**src/rtl/j1_io_pkg.sv**
```systemverilog
// Shared definitions for the J1 I/O arbiter: FSM encoding, parameter
// defaults and the latched request record.
package j1_io_pkg;

    localparam logic [1:0] ST_IDLE = 2'd0;
    localparam logic [1:0] ST_BUSY = 2'd1;
    localparam logic [1:0] ST_RESP = 2'd2;

    localparam int unsigned TIMEOUT_CYC_DEFAULT = 16;
    localparam logic [15:0] ERR_DATA_DEFAULT    = 16'hDEAD;

    // Request fields captured from the winning master at grant time.
    typedef struct packed {
        logic        we;
        logic [11:0] addr;
        logic [15:0] wdata;
    } io_req_t;

endpackage

```
**src/rtl/j1_rr_arb2.sv**
```systemverilog
// Two-way round-robin grant logic. Under contention the master that was
// not served last wins; last_grant comes out of reset as 1 so m0 wins the
// first contention.
module j1_rr_arb2
    import j1_io_pkg::*;
(
    input  logic clk_i,
    input  logic rst_ni,
    input  logic req0_i,
    input  logic req1_i,
    input  logic upd_i,
    input  logic upd_idx_i,
    output logic gnt_valid_o,
    output logic gnt_idx_o
);

    logic last_grant_q;
    logic last_grant_d;

    // Pick the winner from the live requests and the last served index.
    always_comb begin
        gnt_valid_o  = req0_i | req1_i;
        gnt_idx_o    = 1'b0;
        last_grant_d = last_grant_q;
        if (req0_i && req1_i) begin
            gnt_idx_o = ~last_grant_q;
        end else begin
            gnt_idx_o = req1_i;
        end
        if (upd_i) begin
            last_grant_d = upd_idx_i;
        end
    end

    // Remember which master was served most recently.
    always_ff @(posedge clk_i or negedge rst_ni) begin
        if (!rst_ni) begin
            last_grant_q <= 1'b1;
        end else begin
            last_grant_q <= last_grant_d;
        end
    end

endmodule

```
**src/rtl/j1_io_arb.sv**
```systemverilog
// Two-master to one-slave I/O bus arbiter with slave-ack timeout.
//
// Handshake: a master raises req with we/addr/wdata valid and holds it until
// it sees its one-cycle ack; rdata and err are valid only while ack is high.
// Toward the slave, s_cyc/s_we/s_addr/s_wdata are held stable until s_ack,
// which is sampled only while a slave cycle is active.
module j1_io_arb
    import j1_io_pkg::*;
#(
    parameter int unsigned TIMEOUT_CYC = TIMEOUT_CYC_DEFAULT,
    parameter logic [15:0] ERR_DATA    = ERR_DATA_DEFAULT
) (
    input  logic        sys_clk_i,
    input  logic        sys_rst_i,
    input  logic        m0_req,
    input  logic        m0_we,
    input  logic [11:0] m0_addr,
    input  logic [15:0] m0_wdata,
    output logic        m0_ack,
    output logic [15:0] m0_rdata,
    output logic        m0_err,
    input  logic        m1_req,
    input  logic        m1_we,
    input  logic [11:0] m1_addr,
    input  logic [15:0] m1_wdata,
    output logic        m1_ack,
    output logic [15:0] m1_rdata,
    output logic        m1_err,
    output logic        s_cyc,
    output logic        s_we,
    output logic [11:0] s_addr,
    output logic [15:0] s_wdata,
    input  logic [15:0] s_rdata,
    input  logic        s_ack,
    output logic        owner,
    output logic [1:0]  dbg_state_o
);

    // Last counter value before the timeout fires.
    localparam logic [7:0] TO_LAST = 8'(TIMEOUT_CYC - 1);

    logic [1:0]  state_q, state_d;
    io_req_t     req_q, req_d;
    logic        s_cyc_q, s_cyc_d;
    logic        owner_q, owner_d;
    logic [7:0]  cnt_q, cnt_d;
    logic [15:0] rsp_data_q, rsp_data_d;
    logic        rsp_err_q, rsp_err_d;
    logic        m0_ack_q, m0_ack_d, m1_ack_q, m1_ack_d;
    logic        m0_err_q, m0_err_d, m1_err_q, m1_err_d;
    logic [15:0] m0_rdata_q, m0_rdata_d, m1_rdata_q, m1_rdata_d;

    logic        gnt_valid;
    logic        gnt_idx;
    logic        upd;

    j1_rr_arb2 u_arb (
        .clk_i       (sys_clk_i),
        .rst_ni      (sys_rst_i),
        .req0_i      (m0_req),
        .req1_i      (m1_req),
        .upd_i       (upd),
        .upd_idx_i   (owner_q),
        .gnt_valid_o (gnt_valid),
        .gnt_idx_o   (gnt_idx)
    );

    // Next-state logic: grant in IDLE, wait for ack or timeout in BUSY,
    // deliver the response to the owner in RESP.
    always_comb begin
        state_d    = state_q;
        req_d      = req_q;
        s_cyc_d    = s_cyc_q;
        owner_d    = owner_q;
        cnt_d      = cnt_q;
        rsp_data_d = rsp_data_q;
        rsp_err_d  = rsp_err_q;
        m0_rdata_d = m0_rdata_q;
        m1_rdata_d = m1_rdata_q;
        m0_ack_d   = 1'b0;
        m1_ack_d   = 1'b0;
        m0_err_d   = 1'b0;
        m1_err_d   = 1'b0;
        upd        = 1'b0;
        case (state_q)
            ST_IDLE: begin
                if (gnt_valid) begin
                    req_d   = gnt_idx ? '{we: m1_we, addr: m1_addr, wdata: m1_wdata}
                                      : '{we: m0_we, addr: m0_addr, wdata: m0_wdata};
                    owner_d = gnt_idx;
                    s_cyc_d = 1'b1;
                    cnt_d   = 8'd0;
                    state_d = ST_BUSY;
                end
            end
            ST_BUSY: begin
                // A slave ack in the final cycle still beats the timeout.
                if (s_ack) begin
                    rsp_data_d = s_rdata;
                    rsp_err_d  = 1'b0;
                    s_cyc_d    = 1'b0;
                    state_d    = ST_RESP;
                end else if (cnt_q == TO_LAST) begin
                    rsp_data_d = ERR_DATA;
                    rsp_err_d  = 1'b1;
                    s_cyc_d    = 1'b0;
                    state_d    = ST_RESP;
                end else if (cnt_q != 8'hFF) begin
                    cnt_d = cnt_q + 8'd1;
                end
            end
            ST_RESP: begin
                if (owner_q) begin
                    m1_ack_d   = 1'b1;
                    m1_err_d   = rsp_err_q;
                    m1_rdata_d = rsp_data_q;
                end else begin
                    m0_ack_d   = 1'b1;
                    m0_err_d   = rsp_err_q;
                    m0_rdata_d = rsp_data_q;
                end
                upd     = 1'b1;
                state_d = ST_IDLE;
            end
            default: begin
                s_cyc_d = 1'b0;
                state_d = ST_IDLE;
            end
        endcase
    end

    // State and output registers; reset abandons any transaction in flight.
    always_ff @(posedge sys_clk_i or negedge sys_rst_i) begin
        if (!sys_rst_i) begin
            state_q    <= ST_IDLE;
            req_q      <= '0;
            s_cyc_q    <= 1'b0;
            owner_q    <= 1'b0;
            cnt_q      <= 8'd0;
            rsp_data_q <= 16'd0;
            rsp_err_q  <= 1'b0;
            m0_ack_q   <= 1'b0;
            m1_ack_q   <= 1'b0;
            m0_err_q   <= 1'b0;
            m1_err_q   <= 1'b0;
            m0_rdata_q <= 16'd0;
            m1_rdata_q <= 16'd0;
        end else begin
            state_q    <= state_d;
            req_q      <= req_d;
            s_cyc_q    <= s_cyc_d;
            owner_q    <= owner_d;
            cnt_q      <= cnt_d;
            rsp_data_q <= rsp_data_d;
            rsp_err_q  <= rsp_err_d;
            m0_ack_q   <= m0_ack_d;
            m1_ack_q   <= m1_ack_d;
            m0_err_q   <= m0_err_d;
            m1_err_q   <= m1_err_d;
            m0_rdata_q <= m0_rdata_d;
            m1_rdata_q <= m1_rdata_d;
        end
    end

    assign s_cyc       = s_cyc_q;
    assign s_we        = s_cyc_q & req_q.we;
    assign s_addr      = req_q.addr;
    assign s_wdata     = req_q.wdata;
    assign owner       = owner_q;
    assign m0_ack      = m0_ack_q;
    assign m1_ack      = m1_ack_q;
    assign m0_err      = m0_err_q;
    assign m1_err      = m1_err_q;
    assign m0_rdata    = m0_rdata_q;
    assign m1_rdata    = m1_rdata_q;
    assign dbg_state_o = state_q;

endmodule

```
**config.mk**
```make
export PLATFORM = sky130hd
export DESIGN_NAME = j1_io_arb
export DESIGN_NICKNAME = d
export VERILOG_FILES = /design/src/rtl/j1_io_pkg.sv /design/src/rtl/j1_rr_arb2.sv /design/src/rtl/j1_io_arb.sv
export SDC_FILE = /design/constraint.sdc
export NUM_CORES = 1
export LEC_CHECK = 0
export ABC_CLOCK_PERIOD_IN_PS = 5550
export BUFFER_PORTS_ARGS = -buffer_cell sky130_fd_sc_hd__buf_2
export CAP_MARGIN = 20
export CORE_UTILIZATION = 38
export DETAILED_ROUTE_END_ITERATION = 8
export GPL_ROUTABILITY_DRIVEN = 0
export HOLD_SLACK_MARGIN = 0.1
export PLACE_DENSITY = 0.71
export SKIP_LAST_GASP = 1
export SYNTH_ARGS = -nofsm -noshare
export SYNTH_HDL_FRONTEND = slang
export SYNTH_SLANG_ARGS = --single-unit
```
**constraint.sdc**
```tcl
create_clock -name sys_clk_i -period 5.55 [get_ports sys_clk_i]
set_clock_uncertainty 0.1 [all_clocks]
set_input_delay 0.555 -clock sys_clk_i [delete_from_list [all_inputs] [get_ports sys_clk_i]]
set_output_delay 0.555 -clock sys_clk_i [all_outputs]
set_load 0.02 [all_outputs]
```
==> reports/summary.txt <==
Outcome - finished, final reports clean
Mapped Avg Cell Area - 11.1 µm²
Synth area leader - dfrtp_1
Post-cts resize count - 0
Syn-to-layout area delta - 21.1%
Longest Clk Path Bufs - 2
Most frequent cells in the layout - buf_2 (146), dfrtp_1 (94), nand2_1 (80), o21ai_0 (35), mux2i_1 (29)
Number of global-route vias before repair - 3070
Slew @ Worst Pin - 954 ps
DR DRC count - 0
DRT iter0 DRCs - 164
DR WL/cell - 14.6 µm
Drt total wl - 9.41 mm
Clock slew at reported path FFs - 100 ps
DIE AREA - 11600 µm²
Worst hold path type - in2reg
P_leak - 2.64 nW
Arrival time at the worst endpoint - 2230 ps
Number of fill cells - 1008
Switching Fraction - 0.410
Slew headroom - 0.364
Routed Antenna Nets - 0
Yosys top cell area share - 0.554
Clock network fraction of total power - 0.166
Synth area leaders - dfrtp_1 (55%), nand2_1 (7.1%), mux2i_1 (6.8%)
Largest net degree at the start of global routing - 62
Setup-failing EPs final - 0
Die W - 108 µm
RSZ-0062 raised after global routing - no
H-Tree Depth - 3
Clock root buffer - clkbuf_8
Post-placement cell area - 4910 µm²
CTS tree - yes
Net Sw Power - 0.00115 W
PortBufs - 147
Chip Height - 108 µm
Number of synthesized flops with an enable pin - 0
Commonest non-fill, non-tap cell in the layout - buf_2
GR Overflow Total - 0
Post-route cell area - 5150 µm²
Crit Path Category - reg2reg
First-pass GRT wire length - 15.1 mm
Tot GR Track Use - 0.168
Synth warn - 0
Netlist Area Pre-Place - 4250 µm²
Hold Vio Cnt, Final - 0
Fmax achieved - 0.478 GHz
Crit path time final - 2090 ps
Clk_lat worst skew - 350 ps
CTS buffer count - 9
Layout cell share with drive strength beyond 1 - 0.395
Post-Synthesis Cells - 384
Share of flip-flops with an asynchronous set or reset - 1.00
Synth Register Bits - 95
Dpl hpwl - 6.71 mm
Cell area power density - 544 nW/µm²
Max Slew Vio Count - 0
Initial antenna violation count - 0
Synth Net Count - 464
TNS Setup - 0 ps
CP endpoint kind - flop
DR vias - 3148
Hold Worst Slack - 324 ps
Placed insts - 626
CP Launch Type - flop
Core area - 10900 µm²
Pre-antenna DRT Iters - 4
Antenna Cells - 0
Reg2reg setup slack - 3460 ps
Yosys cell types - 46
Max-Cap Viols - 0
Worst EP required - 5690 ps
Non-filler cells, final - 644
Initial cell density of the core - 0.390
Sequential share of power - 0.422
DR vias/cell - 4.89
Total Nets Final - 579
CTS sink cnt - 95
Sequential share of the synthesized area - 0.560
Row cnt - 38
Crit path max fanout - 17
Pre-CTS setup slack - 3320 ps
Crit share post-route - 0.377
Pint - 0.00165 W
Most common flop cell mapped by yosys - dfrtp_1
Final worst setup slack - 3460 ps
I/O pin cnt - 148
Worst VDD drop - 0.273 mV
Logic pwr share - 0.412
## state kept, by name, indices dropped and copies added (netlist names)
register            flops
m0_ack                  1
s_wdata                16
s_addr                 12
m1_ack                  1
m0_rdata               16
rsp_data_q             16
u_arb.last_grant_q      1
rsp_err_q               1
owner                   1
dbg_state_o             2
cnt_q                   8
m1_err                  1
req_q                   1
m0_err                  1
s_cyc                   1
m1_rdata               16
## stage by stage
step           power, W  utilization
2_1_floorplan   0.00207            -
3_3_place_gp    0.00230        0.449
3_5_place_dp    0.00234        0.451
4_1_cts         0.00281        0.470
5_1_grt         0.00301        0.473
6_report        0.00280        0.473
## critical path: stages (launching register included)
cell	delay [ps]
dfrtp_1	510
nand2b_4	210
nor2_2	730
mux2_2	420
## cell type report
type,count,area [µm²],share of cell area
flip-flops and latches,95,2380,0.462
multi-input cells,232,1540,0.300
repair buffers,152,818,0.159
well taps,140,175,0.0340
clock buffers,11,131,0.0255
clock inverters,5,63.8,0.0124
inverters,9,35.0,0.00681
## layer usage
| layer | wire length, µm | global-route usage | up-vias |
|---|---|---|---|
| met5 | 0 | 0 | - |
| met4 | 82 | 0.0509 | 0 |
| met2 | 4430 | 0.280 | 117 |
| met1 | 4160 | 0.212 | 1497 |
| li1 | - | - | 1527 |
| met3 | 732 | 0.0472 | 7 |
## cell usage after synthesis (2+ instances only)
cell and n:
buf_4 29, inv_1 7, mux2i_1 29, nor2_1 2, a31oi_1 12, nor3_1 3
nor2b_1 2, a22o_1 7, buf_2 7, dfrtp_1 94, nand2_1 80, buf_6 2
a21o_1 3, clkbuf_1 10, a21oi_1 7, o21a_1 2, and2_1 4, mux2_2 16
o22a_1 6, nand4_1 2, o21ai_0 35
## power groups by stage
stage | Combinational, W | Clock, W | Sequential [W]
after floorplan | 0.000773 | 0 | 0.00130
after global placement | 0.00111 | 0 | 0.00118
after detailed placement | 0.00115 | 0 | 0.00120
after CTS | 0.00115 | 0.000478 | 0.00118
after global routing | 0.00127 | 0.000511 | 0.00122
final | 0.00115 | 0.000463 | 0.00118
## cell families (layout without fill, tap and decap cells)
group           after synthesis  after routing  share of synthesized area
buf+inv                      57            177                     0.0819
compound gates               81             81                      0.127
simple gates                104            104                      0.114
mux                          46             46                      0.114
fa+ha+maj                     1              1                    0.00295
flops                        95             95                      0.560
## timing repair
item / 4_1_cts / 5_1_grt
hold buffers: 1 / 0
buffers inserted: 0 / 0
endpoints found under the hold margin: 35 / 0
## path summary, 6_finish.rpt
kind                            cells past startpoint                   endpoint                  startpoint
worst max-delay path                                3   m0_rdata[11]$_DFFE_PN0P_  dbg_state_o[0]$_DFFE_PN0P_
worst min-delay path                                2  rsp_data_q[4]$_DFFE_PN0P_                  s_rdata[4]
worst max register to register                      3   m0_rdata[11]$_DFFE_PN0P_  dbg_state_o[0]$_DFFE_PN0P_
worst min register to register                      2     s_wdata[4]$_DFFE_PN0P_      s_wdata[4]$_DFFE_PN0P_
max in group asynchronous                           3       cnt_q[1]$_DFFE_PN0P_                   sys_rst_i
min in group asynchronous                           2    s_wdata[15]$_DFFE_PN0P_                   sys_rst_i
Note: power is estimated with default switching activity, not from simulation.
